<file path="src/rtl/wb_regfile.sv">
// wb_regfile: write-back stage and architectural register file.
//
// Picks the write-back datum from the MEM/WB outputs with priority
// jal > memToReg > ALU. It commits that datum to a 2**ASIZE-entry register
// file, where r0 is hardwired to zero. It also serves two combinational read
// ports to decode.
//
// For EX forwarding, it registers a one-cycle status of the last committed
// write (valid/addr/data). It also keeps a wrapping count of committed writes.
//
// Ports:
//   clk, rst            clock, asynchronous active-high reset
//   alu_result_in_WB    ALU result
//   rdata_DM_in_WB      data-memory read data
//   memToReg_in_WB      select memory data over ALU result
//   jal_in_WB           select npc (return address); overrides memToReg
//   npc_in_WB           return address, zero-extended/truncated to DSIZE
//   waddr_in_WB         destination register
//   WriteEn_in_WB       write request
//   raddr1/2, rdata1/2  combinational read ports
//   wb_valid_out        a commit happened on the last edge
//   wb_addr_out/data    address/data of the most recent commit (held)
//   wr_count            committed-write counter, wraps
//
// Build option: define WB_BYPASS_EN to make a read that hits the register
// being committed this cycle return the new datum (write-through).
// Without it, the read returns the old contents.
module wb_regfile #(
  parameter int DSIZE = 32,
  parameter int ASIZE = 5,
  parameter int ISIZE = 32,
  parameter int CSIZE = 16
) (
  input  logic             clk,
  input  logic             rst,
  input  logic [DSIZE-1:0] alu_result_in_WB,
  input  logic [DSIZE-1:0] rdata_DM_in_WB,
  input  logic             memToReg_in_WB,
  input  logic             jal_in_WB,
  input  logic [ISIZE-1:0] npc_in_WB,
  input  logic [ASIZE-1:0] waddr_in_WB,
  input  logic             WriteEn_in_WB,
  input  logic [ASIZE-1:0] raddr1,
  input  logic [ASIZE-1:0] raddr2,
  output logic [DSIZE-1:0] rdata1,
  output logic [DSIZE-1:0] rdata2,
  output logic             wb_valid_out,
  output logic [ASIZE-1:0] wb_addr_out,
  output logic [DSIZE-1:0] wb_data_out,
  output logic [CSIZE-1:0] wr_count
);

  localparam int NREG = 1 << ASIZE;

  logic [NREG-1:0][DSIZE-1:0] regs_q, regs_d;
  logic                       wb_valid_q, wb_valid_d;
  logic [ASIZE-1:0]           wb_addr_q, wb_addr_d;
  logic [DSIZE-1:0]           wb_data_q, wb_data_d;
  logic [CSIZE-1:0]           cnt_q, cnt_d;

  logic [DSIZE-1:0] npc_ext;
  logic [DSIZE-1:0] wdata;
  logic             commit;

  // Fit the return address to the data width (keep LSBs / zero-extend).
  generate
    if (ISIZE >= DSIZE) begin : g_npc_trunc
      assign npc_ext = npc_in_WB[DSIZE-1:0];
    end else begin : g_npc_zext
      assign npc_ext = {{(DSIZE-ISIZE){1'b0}}, npc_in_WB};
    end
  endgenerate

  always_comb begin
    wdata = alu_result_in_WB;
    if (jal_in_WB)           wdata = npc_ext;
    else if (memToReg_in_WB) wdata = rdata_DM_in_WB;
  end

  // Writes to r0 are dropped entirely: no array update, no status, no count.
  assign commit = WriteEn_in_WB && (waddr_in_WB != '0);

  always_comb begin
    regs_d = regs_q;
    if (commit) regs_d[waddr_in_WB] = wdata;
    regs_d[0] = '0;
  end

  always_comb begin
    wb_valid_d = commit;
    wb_addr_d  = commit ? waddr_in_WB : wb_addr_q;
    wb_data_d  = commit ? wdata       : wb_data_q;
    cnt_d      = cnt_q + CSIZE'(commit);
  end

  always_ff @(posedge clk or posedge rst) begin
    if (rst) begin
      regs_q     <= '0;
      wb_valid_q <= 1'b0;
      wb_addr_q  <= '0;
      wb_data_q  <= '0;
      cnt_q      <= '0;
    end else begin
      regs_q     <= regs_d;
      wb_valid_q <= wb_valid_d;
      wb_addr_q  <= wb_addr_d;
      wb_data_q  <= wb_data_d;
      cnt_q      <= cnt_d;
    end
  end

  // Read ports. Reset forces 0 explicitly so that, with bypass enabled, an
  // in-flight write cannot leak through while rst is held.
  always_comb begin
    rdata1 = regs_q[raddr1];
    rdata2 = regs_q[raddr2];
`ifdef WB_BYPASS_EN
    if (commit && (raddr1 == waddr_in_WB)) rdata1 = wdata;
    if (commit && (raddr2 == waddr_in_WB)) rdata2 = wdata;
`endif
    if (rst || raddr1 == '0) rdata1 = '0;
    if (rst || raddr2 == '0) rdata2 = '0;
  end

  assign wb_valid_out = wb_valid_q;
  assign wb_addr_out  = wb_addr_q;
  assign wb_data_out  = wb_data_q;
  assign wr_count     = cnt_q;

endmodule
</file>
<file path="config.mk">
export PLATFORM = sky130hd
export DESIGN_NAME = wb_regfile
export DESIGN_NICKNAME = d
export VERILOG_FILES = /design/src/rtl/wb_regfile.sv
export SDC_FILE = /design/constraint.sdc
export NUM_CORES = 2
export LEC_CHECK = 0
export ABC_AREA = 1
export CAP_MARGIN = 20
export CORE_UTILIZATION = 40
export CTS_BUF_LIST = sky130_fd_sc_hd__clkbuf_4 sky130_fd_sc_hd__clkbuf_8
export DETAILED_ROUTE_END_ITERATION = 10
export PLACE_DENSITY_LB_ADDON = 0.12
export SETUP_SLACK_MARGIN = 0.15
export SLEW_MARGIN = 20
export SYNTH_ARGS = -nofsm -noshare
export SYNTH_HDL_FRONTEND = slang
export SYNTH_SLANG_ARGS = --single-unit
</file>
<file path="constraint.sdc">
create_clock -name clk -period 48.7 [get_ports clk]
set_input_delay 4.87 -clock clk [delete_from_list [all_inputs] [get_ports clk]]
set_output_delay 4.87 -clock clk [all_outputs]
set_load 0.005 [all_outputs]
</file>
==> flow_summary.toml <==
[yosys]
yosysTopAreaCell = "sky130_fd_sc_hd__dfrtp_1"
netlist_instances = 9147
netlist_area_sq_um = 60400
yosys_warnings = 0
synth_top_cells_by_area = "sky130_fd_sc_hd__dfrtp_1, sky130_fd_sc_hd__nand2_1, sky130_fd_sc_hd__nand3_1"
portion_of_the_post_synthesis_area_used_by_sequential_elements_pct = 43.3
number_of_distinct_library_cells_after_synthesis = 26
synth_common_cells = "sky130_fd_sc_hd__nand2_1, sky130_fd_sc_hd__nand3_1, sky130_fd_sc_hd__dfrtp_1, sky130_fd_sc_hd__o21ai_0, sky130_fd_sc_hd__inv_1"
synth.avg_cell_area_sq_um = 6.60
post-synth-top-count-cell = "sky130_fd_sc_hd__nand2_1"
synth_async_sr_flop_share_pct = 100
post-synth-top-area-fraction_pct = 43.3
ys.flop_type = "sky130_fd_sc_hd__dfrtp_1"
synth_enable_flop_cells = 0
yosys_register_bits = 1046
synth_fp_nets = 9266

[power]
internal-power_mw = 1.78
power.share.switching_pct = 34.1
leakage_nw = 34.6
irDropWorstVdd_mv = 0.0346
power.share.sequential_pct = 42.6
power_frac_comb_pct = 23.4
power.clock.fraction_pct = 34.0
switching_power_uw = 923
finalPower_mw = 2.71
power_density_nw_per_um2 = 39.8

[sta]
maxSlewHeadroom_pct = 21.8
hold_viol = 0
crit_path_time_final_ns = 13.89
tightest_slew_ns = 1.17
setup-tns-final_ns = 0
clock_skew_ns = 0.00902
hold_slack_ns = 0.479
setup_ws_ns = 34.81
grt_setup_unrepaired = "false"
achievable-frequency_ghz = 0.0720
setup_viol = 0
report.final.slew_viol_count = 0
final.period_utilization_pct = 28.5

[placed_design]
numPortBuffers = 233
gp_congestion = 0.841
dp_slack_ns = 34.99
post-dp-hpwl_mm = 132
detailed_place.area_sq_um = 63700
placedCellCount = 10776

[job]
max_cap_viol_count = 0

[worst_setup_path]
critPathArrivalTime_ns = 9.02
worst_setup_path_start_kind = "input port"
crit_fanout = 138
critical-path-slowest-cell = "sky130_fd_sc_hd__nor2_1"
path_cells = "buf_8 -> inv_8 -> buf_12 -> buf_4 -> nand2_1 -> nand3_1 -> nand2_1 -> nand2_1 -> nand3_1 -> nand3_1 -> nand2_1 -> nor2_1 -> clkdlybuf4s50_1"
highest_cell_delay_on_the_worst_timing_path_ns = 0.70
critPathCaptureType = "primary output"
required_ns = 43.83
path_class = "in2out"
cpMostUsedCell = "sky130_fd_sc_hd__nand2_1"

[routing]
firstDrtPassIters = 6
num_vias = 61269
wire_per_inst_um = 22.6
drc = 0
drt-vias-per-instance = 5.51
drt_wl_total_mm = 251
post_detailed_route_count_of_antenna_violating_nets = 0
drt_iter0_markers = 7373

[cells_and_area]
final_net_count = 9075
layout-drive-gt1-share_pct = 6.23
layout-area-overhead-vs-synth_pct = 12.6
final.fill_count = 15476
final_cells = 11128
layout.core_utilization_pct = 45.4
stdcell_area_sq_um = 68000

[clock_network]
postCtsHoldBufs = 0
cts.clk_slew.worst_paths_ns = 0.06
post_cts_resized = 0
cts_post_setup_buffers_inserted = 0
max-clock-path-buffers = 3
cts_made_buffers = 193
tritoncts = "yes"
cts_root_buf = "sky130_fd_sc_hd__clkbuf_8"
cts.htree.levels = 4
worst_skew_pair.late_latency_ns = 0.94
cts_num_sinks = 1046

[grt]
first_global_vias = 57947
grtUsageTotal_pct = 32.6
leftover_overflow_at_the_end_of_global_routing = 0
grt_first_pass_wirelength_mm = 375
pin_count_of_the_biggest_net_entering_global_routing = 182
antenna_found_initial = 7

[floorplan]
die_area_sq_um = 153000
rows = 142
total_core_area_sq_um = 150000
start_util_pct = 40.3
fp.dieH_um = 391
floorplan.io_pins = 234
chipWidth_um = 391

[run_status]
outcome = "complete, no violations"

[hold_path]
timing.hold.worst.class = "reg2reg"
-- cells in the final DEF, fill, tap and decap left out, drive strengths merged --
master,synthesis,routed
dfrtp,1046,1046
nor3,9,9
nor2,266,266
nand2,3440,3440
nand3,1702,1702
o21ai,1062,1062
xnor2,6,6
xor2,6,6
inv,859,863
nand4,5,5
or2,1,1
a21oi,3,3
bufinv,0,1
diode,0,5
clkdlybuf4s50,0,224
clkbuf,567,314
clkinvlp,0,7
ha,3,3
clkinv,2,24
buf,170,125
-- registers in the layout, summed over array words and instances (netlist names) --
| register | flops |
|---|---|
| regs_q | 992 |
| wb_addr_out | 5 |
| wb_data_out | 32 |
| wb_valid_out | 1 |
| wr_count | 16 |
-- cells by family (layout without fill, tap and decap cells) --
group | after synthesis | count (layout) | share of synthesized area (%)
xor+xnor | 12 | 12 | 0.174
compound gates | 1065 | 1065 | 8.85
fa+ha+maj | 3 | 3 | 0.0622
simple gates | 5423 | 5423 | 37.5
flops | 1046 | 1046 | 43.3
buf+inv | 1598 | 1558 | 10.1
other cells | 0 | 5 | 0
-- final timing paths --
check | from | endpoint | slack [ns] | depth (start not counted)
setup / recovery | raddr2[0] | rdata2[13] | 34.81 | 13
max in group asynchronous | rst | regs_q[85] | 40.10 | 7
hold / removal | wb_addr_out[1] | wb_addr_out[1] | 0.48 | 2
setup reg to reg | wr_count[0] | wr_count[14] | 46.84 | 8
hold reg to reg | wb_addr_out[1] | wb_addr_out[1] | 0.48 | 2
min in group asynchronous | rst | wb_data_out[9] | 4.35 | 2
-- metal layers --
layer  GRT usage (%)  routed length (um)
met1            43.5              105000
met2            50.9              110000
met3            6.15               23400
met4            15.5               12100
met5               0                  36
-- worst max-delay path: cells and delay by family --
kind / cells / cell delay, ns
buf+inv: 5 / 2.64
simple gates: 8 / 1.29
-- power by group through the flow --
stage	registers (mW)	logic, mW	clock network [mW]
after floorplan	1.14	0.450	0
after global placement	1.16	0.614	0
after detailed placement	1.16	0.626	0
after CTS	1.15	0.628	0.938
after global routing	1.17	0.726	0.977
final	1.15	0.633	0.921
-- cell type report --
class	instances	area (sq um)	area share (%)
multi-input combinational	6503	28400	41.8
sequential	1046	26200	38.5
timing repair buffer	351	3360	4.94
clock buffer	312	3940	5.80
antenna	5	12.5	0.0184
tap	2016	2520	3.71
inverter	861	3300	4.86
clock inverter	34	235	0.346
Power figures use the tool's default switching activity.
